==> src/rtl/scan_sequencer_pkg.sv <==
`default_nettype none
// ============================================================================
// Module      : scan_pkg
// Description : Shared types and sizes for the display scan sequencer.
//               Holds the sequencer state encoding, the slot count and
//               the select-bus width.
// Revision    : 1.0 - initial release
// ============================================================================
package scan_pkg;

    localparam int NUM_SLOTS = 8;
    localparam int SEL_W     = 3;

    typedef enum logic [1:0] {
        IDLE   = 2'd0,
        RUN    = 2'd1,
        MANUAL = 2'd2
    } state_e;

endpackage : scan_pkg
`default_nettype wire

==> src/rtl/scan_sequencer_next_slot_finder.sv <==
`default_nettype none
// ============================================================================
// Module      : next_slot_finder
// Description : Combinational search for the next enabled slot after ptr_i.
//               Candidates are examined in the order ptr+1 .. ptr+7 and
//               then ptr itself (all modulo 8). The first set mask bit wins.
//               When no mask bit is set, ptr_next_o equals ptr_i.
// Ports       : ptr_i      - currently selected slot
//               mask_i     - slot enable mask
//               ptr_next_o - next enabled slot
//               found_o    - 1 when any slot is enabled
// Revision    : 1.0 - initial release
// ============================================================================
module next_slot_finder
    import scan_pkg::*;
(
    input  logic [SEL_W-1:0]     ptr_i,
    input  logic [NUM_SLOTS-1:0] mask_i,
    output logic [SEL_W-1:0]     ptr_next_o,
    output logic                 found_o
);

    logic [SEL_W-1:0] w_idx;

    // Walk the candidates from farthest to nearest so that the nearest
    // enabled slot is the one assigned last and therefore wins.
    // Offset 8 truncates to 0, which places ptr itself at lowest priority.
    always_comb begin
        ptr_next_o = ptr_i;
        found_o    = |mask_i;
        w_idx      = ptr_i;
        for (int i = NUM_SLOTS - 1; i >= 0; i--) begin
            w_idx = ptr_i + SEL_W'(i + 1);
            if (mask_i[w_idx]) begin
                ptr_next_o = w_idx;
            end
        end
    end

endmodule : next_slot_finder
`default_nettype wire

==> src/rtl/scan_sequencer.sv <==
`default_nettype none
// ============================================================================
// Module      : scan_sequencer
// Description : Time-multiplexing sequencer for a 3-to-8 active-low select
//               decoder. It keeps an 8-entry digit register file and steps
//               through enabled slots, either at a prescaled rate (RUN) or
//               one slot per rising edge of step (MANUAL). Select lines,
//               slot data and the blank flag are all registered and change
//               on the same clock edge.
// Ports       : clk, reset           - clock, synchronous active-high reset
//               en, mode, step       - scan control
//               mask                 - per-slot scan enable
//               wr_en/wr_addr/wr_data- digit register file write port
//               A2, A1, A0           - decoder select lines
//               digit_data, blank    - data and blanking for segment driver
//               wrap                 - one-cycle pulse on scan wrap-around
// Revision    : 1.0 - initial release
// ============================================================================
module scan_sequencer
    import scan_pkg::*;
#(
    parameter int PRESCALE = 50000,
    parameter int DATA_W   = 4
)(
    input  logic                 clk,
    input  logic                 reset,
    input  logic                 en,
    input  logic                 mode,
    input  logic                 step,
    input  logic [NUM_SLOTS-1:0] mask,
    input  logic                 wr_en,
    input  logic [SEL_W-1:0]     wr_addr,
    input  logic [DATA_W-1:0]    wr_data,
    output logic                 A2,
    output logic                 A1,
    output logic                 A0,
    output logic [DATA_W-1:0]    digit_data,
    output logic                 blank,
    output logic                 wrap
);

    localparam int               CNT_W    = $clog2(PRESCALE);
    localparam logic [CNT_W-1:0] CNT_LAST = CNT_W'(PRESCALE - 1);

    // ------------------------------------------------------------------
    // State
    // ------------------------------------------------------------------
    state_e             state_q,  state_d;
    logic [CNT_W-1:0]   presc_q,  presc_d;
    logic               step_q;
    logic [SEL_W-1:0]   ptr_q,    ptr_d;
    logic [DATA_W-1:0]  digit_q,  digit_d;
    logic               blank_q,  blank_d;
    logic               wrap_q,   wrap_d;
    logic [DATA_W-1:0]  regs_q [NUM_SLOTS];
    logic [DATA_W-1:0]  regs_d [NUM_SLOTS];

    logic               w_advance;
    logic               w_found;
    logic [SEL_W-1:0]   w_ptr_next;

    // ------------------------------------------------------------------
    // Next-slot search relative to the current pointer
    // ------------------------------------------------------------------
    next_slot_finder u_finder (
        .ptr_i      (ptr_q),
        .mask_i     (mask),
        .ptr_next_o (w_ptr_next),
        .found_o    (w_found)
    );

    // ------------------------------------------------------------------
    // State selection is a pure function of en/mode, so every state is
    // reachable from every other in a single edge.
    // ------------------------------------------------------------------
    always_comb begin
        state_d = IDLE;
        if (en) begin
            state_d = mode ? MANUAL : RUN;
        end
    end

    // ------------------------------------------------------------------
    // Advance event and dwell prescaler. A state change restarts the
    // dwell and suppresses any advance on that edge.
    // ------------------------------------------------------------------
    always_comb begin
        w_advance = 1'b0;
        presc_d   = '0;
        if (state_d == state_q) begin
            case (state_q)
                RUN: begin
                    if (presc_q == CNT_LAST) begin
                        w_advance = 1'b1;
                    end else begin
                        presc_d = presc_q + CNT_W'(1);
                    end
                end
                MANUAL: begin
                    w_advance = step & ~step_q;
                end
                default: begin
                    w_advance = 1'b0;
                end
            endcase
        end
    end

    // ------------------------------------------------------------------
    // Register file write, forwarded into the data output so a write to
    // the slot being selected on this edge is visible immediately.
    // ------------------------------------------------------------------
    always_comb begin
        for (int i = 0; i < NUM_SLOTS; i++) begin
            regs_d[i] = regs_q[i];
        end
        if (wr_en) begin
            regs_d[wr_addr] = wr_data;
        end
    end

    // ------------------------------------------------------------------
    // Pointer, data, blank and wrap next-state
    // ------------------------------------------------------------------
    always_comb begin
        ptr_d  = ptr_q;
        wrap_d = 1'b0;
        if (w_advance && w_found) begin
            ptr_d  = w_ptr_next;
            // Moving to an index not above the current one means the
            // scan went through slot 7 back toward slot 0.
            wrap_d = (w_ptr_next <= ptr_q);
        end
        digit_d = regs_d[ptr_d];
        blank_d = (state_d == IDLE) | ~mask[ptr_d];
    end

    // ------------------------------------------------------------------
    // Sequential state
    // ------------------------------------------------------------------
    always_ff @(posedge clk) begin
        if (reset) begin
            state_q <= IDLE;
            presc_q <= '0;
            step_q  <= 1'b0;
            ptr_q   <= '0;
            digit_q <= '0;
            blank_q <= 1'b1;
            wrap_q  <= 1'b0;
            regs_q  <= '{default: '0};
        end else begin
            state_q <= state_d;
            presc_q <= presc_d;
            step_q  <= step;
            ptr_q   <= ptr_d;
            digit_q <= digit_d;
            blank_q <= blank_d;
            wrap_q  <= wrap_d;
            regs_q  <= regs_d;
        end
    end

    // ------------------------------------------------------------------
    // Outputs
    // ------------------------------------------------------------------
    assign A2         = ptr_q[2];
    assign A1         = ptr_q[1];
    assign A0         = ptr_q[0];
    assign digit_data = digit_q;
    assign blank      = blank_q;
    assign wrap       = wrap_q;

endmodule : scan_sequencer
`default_nettype wire
==> config.mk <==
export PLATFORM = sky130hd
export DESIGN_NAME = scan_sequencer
export DESIGN_NICKNAME = d
export VERILOG_FILES = /design/src/rtl/scan_sequencer_pkg.sv /design/src/rtl/scan_sequencer_next_slot_finder.sv /design/src/rtl/scan_sequencer.sv
export SDC_FILE = /design/constraint.sdc
export NUM_CORES = 1
export LEC_CHECK = 0
export BUFFER_PORTS_ARGS = -buffer_cell sky130_fd_sc_hd__buf_2
export CORE_MARGIN = 4
export CORE_UTILIZATION = 44
export CTS_BUF_LIST = sky130_fd_sc_hd__clkbuf_8
export CTS_CLUSTER_SIZE = 10
export DETAILED_ROUTE_END_ITERATION = 12
export GPL_TIMING_DRIVEN = 0
export SLEW_MARGIN = 15
export SYNTH_ARGS = -nofsm -noshare
export SYNTH_HDL_FRONTEND = slang
export SYNTH_SLANG_ARGS = --single-unit
==> constraint.sdc <==
create_clock -name clk -period 7.3 [get_ports clk]
set_input_delay 0.73 -clock clk [delete_from_list [all_inputs] [get_ports clk]]
set_output_delay 0.73 -clock clk [all_outputs]
set_load 0.02 [all_outputs]
## Word level (Yosys, flattened, before mapping)

Cells that the tools add are included.

- Output and inout port bits: 9
- Register bits after elaboration: 60
- Bits of input ports: 21
- Word-level logic and storage cells: 90

- Mux-type cells: 36
- Equality and inequality tests: 4
- $lt $le $gt $ge: 12
- $add $sub $neg: 8
- Reduce and logical (&&, ||, !) cells: 6
- Bitwise logic cells: 9

Operators with widths:

| kind | count |
|---|---|
| $bwmux 32 | 1 |
| $lt 3x4->1 const B | 8 |
| $mux 32 | 1 |
| $bmux 1 s3 | 8 |
| $mux 3 | 8 |
| $add 16x1->16 const B | 1 |
| $eq 16x16->1 const B | 1 |
| $add 3x3->3 const B | 4 |
| $bmux 4 s3 | 1 |
| $demux 4 s3 | 1 |
| $mux 4 | 3 |
| $mux 1 | 10 |
| $ge 4x4->1 const B | 2 |
| $not 3->4 | 2 |
| $reduce_or 8->1 | 1 |
| $add 3x2->3 const B | 2 |
| $not 1->1 | 5 |
| $lt 4x1->1 const B | 1 |
| $mux 2 | 2 |
| $reduce_or 4->1 | 1 |
| $add 3x1->3 const B | 1 |
| $le 3x3->1 | 1 |
| $eq 2x1->1 const B | 1 |
| $eq 2x2->1 | 1 |
| 7 further kinds | 8 |

## Longest topological paths before layout

Gate-level depths: netlist of the first run.

- Word-level depth: 15
- Depth in mapped cells: 16

## By module

Synthesis of the first run repeated with hierarchy kept, for this count alone.

- Cell total of the unflattened synthesis: 481
- Area, all modules: 4162.7 um2

By module, submodules not included:

| module | cells each | area an instance (um2) | times used |
|---|---|---|---|
| scan_sequencer | 380 | 3258.1 | 1 |
| next_slot_finder | 101 | 904.6 | 1 |

## Least setup slack after synthesis of the first run

No wires, ideal clock.

- Path kind: reg-to-reg
- From: register ptr_q[1]
- To: register digit_q[0] (netlist: digit_data[0])
- Period minus slack after synthesis: 4.362 ns
- Slack: 2.938 ns
- Arrival time: 4.230 ns
- Buffers on the path: 2
- Stages on the path, launching flop included: 14
- Library setup time: 0.132 ns
- Required time: 7.168 ns
- Path through: dfxtp_1 buf_1 clkinv_1 ha_1 buf_6 mux4_2 mux2_2 a2111oi_2 a41o_1 o31ai_2 a31oi_2 mux2_2 a2111oi_1 nor3_1

- Word-level cells in the longest chain between the ends: 15
- Elaborated cells on any way between the ends: 33

Ends and longest elaborated chain:

| item | line | text |
|---|---|---|
| start: declaration | scan_sequencer.sv:51 | `logic [SEL_W-1:0] ptr_q, ptr_d;` |
| start signal: assignment | scan_sequencer.sv:155 | `ptr_q <= ptr_d;` |
| $add 3x3->3 | scan_sequencer_next_slot_finder.sv:33 | `w_idx = ptr_i + SEL_W'(i + 1);` |
| $bmux 1 s3 | scan_sequencer_next_slot_finder.sv:34 | `if (mask_i[w_idx]) begin` |
| $mux 1 (implied by the code) | scan_sequencer_next_slot_finder.sv:34 |  |
| $mux 3 (7 in a row) | scan_sequencer_next_slot_finder.sv:34 |  |
| $mux 3 (*) | scan_sequencer.sv:128 | `if (w_advance && w_found) begin` |
| $not 3->4 (implied by the code) (*) | scan_sequencer.sv:134 | `digit_d = regs_d[ptr_d];` |
| $bmux 4 s3 (*) | scan_sequencer.sv:134 |  |
| $mux 4 (implied by the code) (*) (2 in a row) | scan_sequencer.sv:134 |  |
| end signal: assignment | scan_sequencer.sv:156 | `digit_q <= digit_d;` |
| end: declaration | scan_sequencer.sv:52 | `logic [DATA_W-1:0] digit_q, digit_d;` |

Mark *: on every way between the ends. The rest lies on a longest branch, timed or not. The select of a mux whose other input is x is not followed.
A chain may end at the register's enable or synchronous reset.

## Worst setup path in the final report of the first run

Ends and elaborated chain as after synthesis.

==> results.json, run 1 <==
{
  "outcome": "complete, no violations",
  "start_kind": "flop",
  "htreeDepth": 3,
  "yosysTopAreaCell": "dfxtp_1",
  "grt_pass1_vias": 3249,
  "fp-row-count": 33,
  "ys.flop_type": "dfxtp_1",
  "setup_tns_ps": 0,
  "slew_headroom_pct": 26.57,
  "overflow": 0,
  "crit_type": "flop to flop",
  "diodes": 0,
  "path_clk_slew_ps": 80,
  "avgViaCountPerCell": 5.764,
  "drive_above_1_share_pct": 15.21,
  "pin_count": 30,
  "required_ps": 7510,
  "intPower_uw": 561.8,
  "coreArea_mm2": 0.008341,
  "area_growth_pct": 12.55,
  "worstMarginPinSlew_ps": 1093,
  "cts_tree": "built",
  "dieArea_mm2": 0.01023,
  "syn_area_per_cell_um2": 8.699,
  "postLayoutCoreUtil_pct": 51.53,
  "p_comb_share_pct": 11.4,
  "grt_max_degree": 13,
  "grt_pass1_wl_um": 15970,
  "seq_area_frac_synth_pct": 31.45,
  "hold_class": "flop to flop",
  "p_seq_share_pct": 44.1,
  "grt_setup_unrepaired": "false",
  "die_y_um": 101.2,
  "insertion_delay_ps": 350,
  "cts_num_sinks": 60,
  "die_w_um": 101.2,
  "switching_power_uw": 199.0,
  "r2r_start": "ptr_q[1]",
  "fmax_mhz": 195.3,
  "cts_buffer_depth": 2,
  "synth_top_cell_area_share_pct": 31.45,
  "post_dp_cell_area_mm2": 0.004075,
  "drc": 0,
  "wl_um": 9537,
  "crit_start": "ptr_q[1]",
  "synth_area_mm2": 0.003819,
  "fin_crit_ps": 5119,
  "root_buffer": "clkbuf_8",
  "worstHoldStart": "presc_q[0]",
  "vias": 3372,
  "start_util_pct": 45.78,
  "cts_buffers": 9,
  "leakage_uw": 0.001562,
  "cap_violations": 0,
  "setup_viol": 0,
  "finalHoldViolCount": 0,
  "cp_max_fo": 10,
  "yosysWarningCount": 0,
  "synth-async-reset-ratio_pct": 0,
  "synth_cells": 439,
  "finalCritPeriodShare_pct": 70.13,
  "grtUsageTotal_pct": 19.57,
  "first_pass_iters": 5,
  "cts_hold_buffers": 0,
  "final_net_count": 503,
  "grt_antenna_before_repair": 0,
  "clkPwrFrac_pct": 44.4,
  "power_density_mw_per_mm2": 177.0,
  "synth_area_leaders": "dfxtp_1, mux2i_1, nor2_1",
  "clock_skew_ps": 10.62,
  "hpwl_um": 6943,
  "end_kind": "flop",
  "drv_slew": 0,
  "drtAntennaViolNets": 0,
  "portBuffers": 25,
  "p_sw_share_pct": 26.16,
  "post_drt_wl_per_cell_um": 16.30,
  "ys_types": 62,
  "syn-num-nets": 467,
  "drtIter0Drc": 135,
  "ys_ff_latch": 60,
  "post_cts_resized": 0,
  "cp_data_arrival_time_ps": 5330,
  "synth_edf_count": 0,
  "place_congestion": 0.8474,
  "post_cts_buffers": 0,
  "ir_drop_mv": 0.1045,
  "finish.instance_area_mm2": 0.004298
}
## critical path, cell delays in order, from the launching register on
cell	delay [ps]
dfxtp_1	460
buf_1	460
clkinv_1	420
ha_1	420
buf_6	140
mux4_2	600
mux2_2	340
a2111oi_2	350
a41o_1	180
o31ai_2	90
a31oi_2	520
mux2_2	460
a2111oi_1	430
nor3_1	110
## Yosys cell counts, types with 3 or more instances
cell type,n
nor2_1,78
dfxtp_1,60
mux2i_1,50
nand2_1,21
a21oi_1,16
clkbuf_1,13
inv_1,13
nor3_1,12
and3_1,11
nand3_1,11
mux2_2,9
and2_1,8
mux4_2,8
xor2_1,8
ha_1,7
o21ai_0,7
xnor2_1,7
a211oi_1,6
nand4_1,6
nor2b_1,6
a22oi_1,5
a31oi_1,5
buf_6,5
or3_1,5
a2111oi_0,3
a21boi_0,3
a21o_1,3
a221oi_1,3
buf_1,3
nand3b_1,3
nor4bb_1,3
o21a_1,3
## power by group through the flow
stage / sequential, µW / combinational, µW / clock [µW]
global placement: 343 / 85.0 / 0
CTS: 336 / 86.4 / 348
detailed placement: 343 / 85.9 / 0
floorplan: 344 / 58.2 / 0
global route: 336 / 96.3 / 361
finish: 336 / 87.0 / 338
## final timing paths
kind	endpoint	slack (ps)	cells after the start
worst max-delay path	digit_data[0]	2180	13
worst min-delay path	presc_q[0]	450	1
worst max register to register	digit_data[0]	2180	13
worst min register to register	presc_q[0]	450	1
## sequential cells by signal, indices dropped and copies added, names as in the netlist
name and cells:
ptr_q 3, wrap 1, state_q 2, blank 1, step_q 1, regs_q 32, presc_q 16, digit_data 4
## cell usage in the layout (no fill, tap or decap), types with 5 or more instances in the layout
cell,n
a211oi_1,6
a21oi_1,16
a22oi_1,5
a31oi_1,5
and2_1,8
and3_1,11
buf_2,27
buf_6,5
clkbuf_1,13
clkbuf_8,9
dfxtp_1,60
ha_1,7
inv_1,13
mux2_2,9
mux2i_1,50
mux4_2,8
nand2_1,21
nand3_1,11
nand4_1,6
nor2_1,78
nor2b_1,6
nor3_1,12
o21ai_0,7
or3_1,5
xnor2_1,7
xor2_1,8
## metrics by stage
stage / instances / hold WS, ps / worst slack (ps) / power, µW
after floorplan: 439 / 413.2 / 2938 / 402.5
after global placement: 569 / 423.1 / 2304 / 428.1
after detailed placement: 569 / 433.8 / 2275 / 429.3
after CTS: 585 / 450.9 / 2241 / 770.1
after global routing: 585 / 480.8 / 1863 / 793.8
final: 585 / 447.6 / 2181 / 760.8
## cells by family (layout without fill, tap and decap cells)
family / after synthesis / count (layout) / synth area share, %
compound gates: 77 / 77 / 15.11
xor+xnor: 15 / 15 / 3.440
fa+ha+maj: 7 / 7 / 2.293
buf+inv: 38 / 79 / 4.784
flops: 60 / 60 / 31.45
mux: 67 / 67 / 20.48
simple gates: 175 / 175 / 22.44
## per-layer routing
metal	global-route usage (%)	share of wire (%)	vias to the layer above
met1	27.92	48	1602
li1	-	-	1673
met4	5.726	1.5	0
met2	30.03	45	82
met3	3.926	5.6	15
met5	0	0	-
## area by class of cell
cell class                 count  area, µm²
multi-input combinational    341       2435
tap                          105      131.4
inverter                      15      56.30
clock buffer                   9      123.9
fill                         838       4043
timing repair buffer          25      125.1
clock inverter                 7      98.84
sequential                    60       1201
buffer                        23      126.4
(Power assumes the default switching activity.)
==> run 2: changes to the inputs <==
- clock period: 7.3 -> 4.5 ns (I/O delays scaled with it)
==> run 2 against run 1 <==
- sequential cell count unchanged
- count of clock-buffer cells in the layout unchanged
- worst hold slack worse by 130 ps
- clock power up 62%
- critical path depth up 1
- clock skew down 0.51 ps
- global-route usage about the same
- combinational power up 63%
- non-clock buffer count up 3
- design area up 0.96%
- sequential power up 62%
- total power up 62%
- highest routed layer unchanged
==> results.json, run 2 (synthesis gave the netlist of run 1 again) <==
{
  "outcome": "complete, no violations",
  "slew_headroom_pct": 26.25,
  "insertion_delay_ps": 350,
  "cp_max_fo": 10,
  "pre_cts_slack_ps": -525.4,
  "p_comb_share_pct": 11.5,
  "worstHoldStart": "mode",
  "drv_slew": 0,
  "regMostFlops": "regs_q",
  "cpMaxStageDelayCell": "mux4_2",
  "hold_depth": 2,
  "cts_hold_buffers": 0,
  "fin_cells": 588,
  "drtIter0Drc": 142,
  "power_density_mw_per_mm2": 284.8,
  "cts_tree": "built",
  "fmax_mhz": 235.3,
  "p_seq_share_pct": 44.1,
  "cap_violations": 0,
  "most-common-layout-cells": "nor2_1, dfxtp_1, mux2i_1, buf_2, nand2_1",
  "grt_pass1_vias": 3249,
  "r2r_slack_ps": 250,
  "hold_class": "input port to flop",
  "final_common_cell": "nor2_1",
  "fin_crit_ps": 4250,
  "drtAntennaViolNets": 0,
  "drc": 0,
  "timing.rr.end": "digit_data[0]",
  "diodes": 0,
  "leakage_uw": 0.001580,
  "hpwl_um": 6943,
  "crit_buf_inv": 4,
  "dieArea_mm2": 0.01023,
  "fp-row-count": 33,
  "postLayoutCoreUtil_pct": 52.03,
  "critPathMaxStageDelay_ps": 600,
  "grt_max_degree": 13,
  "clkPwrFrac_pct": 44.4,
  "start_kind": "flop",
  "worst_slack_ps": 250.5,
  "grt_pass1_wl_um": 15980,
  "path_clk_slew_ps": 70,
  "final_net_count": 506,
  "finalHoldViolCount": 0,
  "crit_family": "multiplexers",
  "cts_buffer_depth": 2,
  "wl_um": 9526,
  "worstMarginPinSlew_ps": 1098,
  "drive_above_1_share_pct": 16.36,
  "intPower_uw": 911.8,
  "fillers": 828,
  "post_drt_wl_per_cell_um": 16.20,
  "cts_buffers": 9,
  "ir_drop_mv": 0.1700,
  "setup_viol": 0,
  "ff2ff_path_depth": 14,
  "p_total_uw": 1236,
  "area_growth_pct": 13.63,
  "cts_num_sinks": 60,
  "overflow": 0,
  "die_w_um": 101.2,
  "cp_data_arrival_time_ps": 4470,
  "r2r_start": "ptr_q[0]",
  "coreArea_mm2": 0.008341,
  "pin_count": 30,
  "root_buffer": "clkbuf_8",
  "p_sw_share_pct": 26.21,
  "htreeDepth": 3,
  "avgViaCountPerCell": 5.806,
  "end_kind": "flop",
  "min_to": "state_q[0]",
  "portBuffers": 25,
  "dp.cells": 569,
  "clock_skew_ps": 10.11,
  "place_congestion": 0.8474,
  "vias": 3414,
  "crit_chain": "buf_6 -> clkbuf_4 -> inv_1 -> ha_1 -> buf_6 -> mux4_2 -> mux2_2 -> a2111oi_2 -> a41o_1 -> o31ai_2 -> a31oi_4 -> mux2_2 -> a2111oi_1 -> nor3_1",
  "die_y_um": 101.2,
  "largest_reg_flops": 32,
  "first_pass_iters": 5,
  "grtUsageTotal_pct": 19.58,
  "start_util_pct": 45.78,
  "grt_antenna_before_repair": 0,
  "crit_type": "flop to flop",
  "finalCritPeriodShare_pct": 94.43,
  "required_ps": 4720,
  "switching_power_uw": 323.9
}
-- run 2: cell count changes in the layout (fill, tap and decap cells not counted), sizes merged --
cell / previous run / this run
buf: 35 / 37
clkbuf: 22 / 23
-- run 2: final cells by class --
class                           count  area [µm²]  area share (%)
Buffer                             23       132.6           3.057
Inverter                           15       57.56           1.326
Clock buffer                        9       123.9           2.855
Tap cell                          105       131.4           3.028
Clock inverter                      7       98.84           2.278
Sequential cell                    60        1202           27.71
Timing Repair Buffer               28       147.6           3.403
Multi-Input combinational cell    341        2445           56.34
-- run 2: how the worst max path moves through the flow --
stage	start	end	slack [ps]	cells after the start
final	ptr_q[0]	digit_data[0]	250	14
after global routing	ptr_q[0]	digit_data[0]	-2	14
after CTS	ptr_q[1]	digit_data[0]	60	13
after detailed placement	ptr_q[1]	digit_data[0]	-530	13
after global placement	ptr_q[1]	digit_data[0]	-500	13
after floorplan	ptr_q[1]	digit_data[0]	140	13
-- run 2: power by group through the flow --
stage          Clock, µW  Sequential, µW  Combinational (µW)
6_report             549             545                 142
5_1_grt              586             546                 157
4_1_cts              564             545                 141
3_5_place_dp           0             557                 139
2_1_floorplan          0             558                94.5
3_3_place_gp           0             557                 138
-- run 2: per-layer routing --
metal / track usage [%] / wire length (µm) / vias up
li1: - / - / 1683
met4: 5.726 / 141 / 0
met1: 27.96 / 4585 / 1618
met2: 30.03 / 4308 / 99
met3: 3.926 / 490 / 14
met5: 0 / 0 / -
-- run 2: worst register-to-register path, delay by kind of cell (launching register included) --
kind                     cells  cell delay (ps)
AO/OA/AOI/OAI                5             1340
flip-flops                   1              370
AND/OR/NAND/NOR              1              110
buffers and inverters        4              630
adder cells (fa/ha/maj)      1              300
multiplexers                 3             1370
-- run 2: stage by stage --
step                      TNS, ps  instance area (µm²)  hold WS (ps)
final                           0                 4339         314.4
after global routing       -2.170                 4339         302.1
after CTS                       0                 4309         294.7
after floorplan                 0                 3819         413.2
after global placement      -1631                 4075         423.1
after detailed placement    -1705                 4075         433.8
-- run 2: repair_timing --
action,4_1_cts,5_1_grt
resized for setup,3,5
pin swaps,0,1
buffers inserted,0,3
endpoints found under the setup margin,5,3
==> run 3: changes to the inputs <==
- BUFFER_PORTS_ARGS: -buffer_cell sky130_fd_sc_hd__buf_2 -> unset
- CORE_UTILIZATION: 44 -> 50
- DONT_BUFFER_PORTS: unset -> 1
- PLACE_DENSITY: unset -> 0.68
- RECOVER_POWER: unset -> 100
==> run 3 against run 2 <==
- cell count is 5.6% lower
- largest cell class unchanged
- highest routed layer unchanged
- sequential share of layout area up 1.3 points
- critical path type unchanged
- first-iteration DRC count increased by 6.3%
==> results.json, run 3 (synthesis gave the netlist of run 1 again) <==
{
  "outcome": "complete, no violations",
  "coreArea_mm2": 0.007331,
  "hpwl_um": 6628,
  "die_w_um": 95.39,
  "end_kind": "flop",
  "fin_cells": 555,
  "ir_drop_mv": 0.1923,
  "hold_class": "input port to flop",
  "worstMarginPinSlew_ps": 1082,
  "grt_pass1_wl_um": 14960,
  "final_common_cell": "nor2_1",
  "drtIter0Drc": 151,
  "cts_tree": "built",
  "portBuffers": 0,
  "cts_num_sinks": 60,
  "finalCritPeriodShare_pct": 95.21,
  "place_congestion": 0.9179,
  "post_dp_cell_area_mm2": 0.003943,
  "dr.max_layer_used": "met4",
  "grt_pass1_vias": 3082,
  "finalHoldViolCount": 0,
  "insertion_delay_ps": 350,
  "crit_type": "flop to flop",
  "hold_depth": 1,
  "fillers": 680,
  "cpMaxStageDelayCell": "mux4_2",
  "worst_slack_ps": 215.7,
  "start_kind": "flop",
  "crit_path_frequent_cell": "buf_6",
  "root_buffer": "clkbuf_8",
  "finish.instance_area_mm2": 0.004143,
  "power_density_mw_per_mm2": 267.3,
  "largest_reg_flops": 32,
  "post_drt_wl_per_cell_um": 16.76,
  "leakage_uw": 0.001441,
  "cts_buffers": 9,
  "cp_max_fo": 10,
  "pre_cts_slack_ps": -596.9,
  "pin_count": 30,
  "wl_met1_um": 4259,
  "cap_violations": 0,
  "r2r_slack_ps": 220,
  "avgViaCountPerCell": 6.002,
  "wl_met3_um": 740,
  "fin_crit_ps": 4284,
  "final_net_count": 479,
  "clock_skew_ps": 12.93,
  "postLayoutCoreUtil_pct": 56.51,
  "grtUsageTotal_pct": 21.26,
  "fmax_mhz": 233.4,
  "vias": 3331,
  "drive_above_1_share_pct": 11.62,
  "overflow": 0,
  "setup_tns_ps": 0,
  "ff2ff_path_depth": 15,
  "cts_buffer_depth": 2,
  "die_y_um": 95.39,
  "wl_um": 9301,
  "slew_headroom_pct": 27.30,
  "critPathMaxStageDelay_ps": 590,
  "drtAntennaViolNets": 0,
  "grt_max_degree": 12,
  "first_pass_iters": 4,
  "dp.cells": 538,
  "dieArea_mm2": 0.009099,
  "most-common-layout-cells": "nor2_1, dfxtp_1, mux2i_1, nand2_1, a21oi_1",
  "crit_chain": "buf_2 -> clkinv_2 -> ha_1 -> buf_6 -> mux4_2 -> mux2_2 -> a31o_2 -> a21o_1 -> nand4_1 -> buf_6 -> buf_6 -> mux2i_1 -> nand3_1 -> a2111oi_1 -> nor3_1",
  "grt_antenna_before_repair": 0,
  "area_growth_pct": 8.486,
  "regMostFlops": "regs_q",
  "diodes": 0,
  "fp-row-count": 31,
  "path_clk_slew_ps": 70,
  "cp_data_arrival_time_ps": 4510,
  "drv_slew": 0,
  "grt_setup_unrepaired": "false",
  "setup_viol": 0,
  "drc": 0,
  "multiInputGateArea_mm2": 0.002446,
  "start_util_pct": 52.09,
  "wl_met2_um": 4158,
  "htreeDepth": 3,
  "seqCellArea_mm2": 0.001204,
  "required_ps": 4720
}
[run 3: cell count changes in the layout (fill, tap and decap cells not counted), sizes merged]
| cell | delta |
|---|---|
| clkinvlp | +1 |
| buf | -28 |
| inv | -1 |
| clkinv | +1 |
| clkbuf | +2 |
| bufinv | -2 |
[run 3: path summary, 6_finish.rpt]
check             start            end
max            ptr_q[1]  digit_data[0]
min reg2reg  presc_q[0]     presc_q[0]
max reg2reg    ptr_q[1]  digit_data[0]
min                mode     state_q[0]
[run 3: what timing repair did]
item | 4_1_cts | 5_1_grt
hold buffers | 0 | 0
setup buffers | 1 | 0
pin swaps | 1 | 0
resized for setup | 4 | 5
endpoints found under the setup margin | 6 | 4
[run 3: area by class of cell]
class,instances,area share [%]
timing repair buffer,1,0.1812
buffer,23,3.081
multi-input combinational,341,59.05
sequential,60,29.05
clock buffer,10,3.322
inverter,15,1.389
tap,99,2.990
clock inverter,6,0.9363
[run 3: where the power goes]
group / internal, µW / total [µW] / leakage, µW / switching [µW]
Clock: 213 / 439 / 0.0000885 / 225
Sequential: 540 / 547 / 0.000487 / 7.21
Combinational: 50.3 / 121 / 0.000866 / 70.8
[run 3: critical path, delay by kind of cell (launching register included)]
kind,cells,cell delay (ps)
mux,3,1130
compound gates,3,930
buf+inv,5,1000
flops,1,450
simple gates,3,310
fa+ha+maj,1,340
[run 3: through the flow]
step | total power [µW] | hold slack (ps)
6_report | 1107 | 181.6
2_1_floorplan | 652.9 | 413.2
3_5_place_dp | 677.5 | 439.4
4_1_cts | 1118 | 171.6
3_3_place_gp | 675.3 | 427.4
5_1_grt | 1159 | 171.4
[run 3: layer usage]
metal	GRT usage [%]	vias to the layer above
li1	-	1628
met1	28.15	1563
met2	32.71	124
met3	6.788	16
met4	7.227	0
met5	0	-
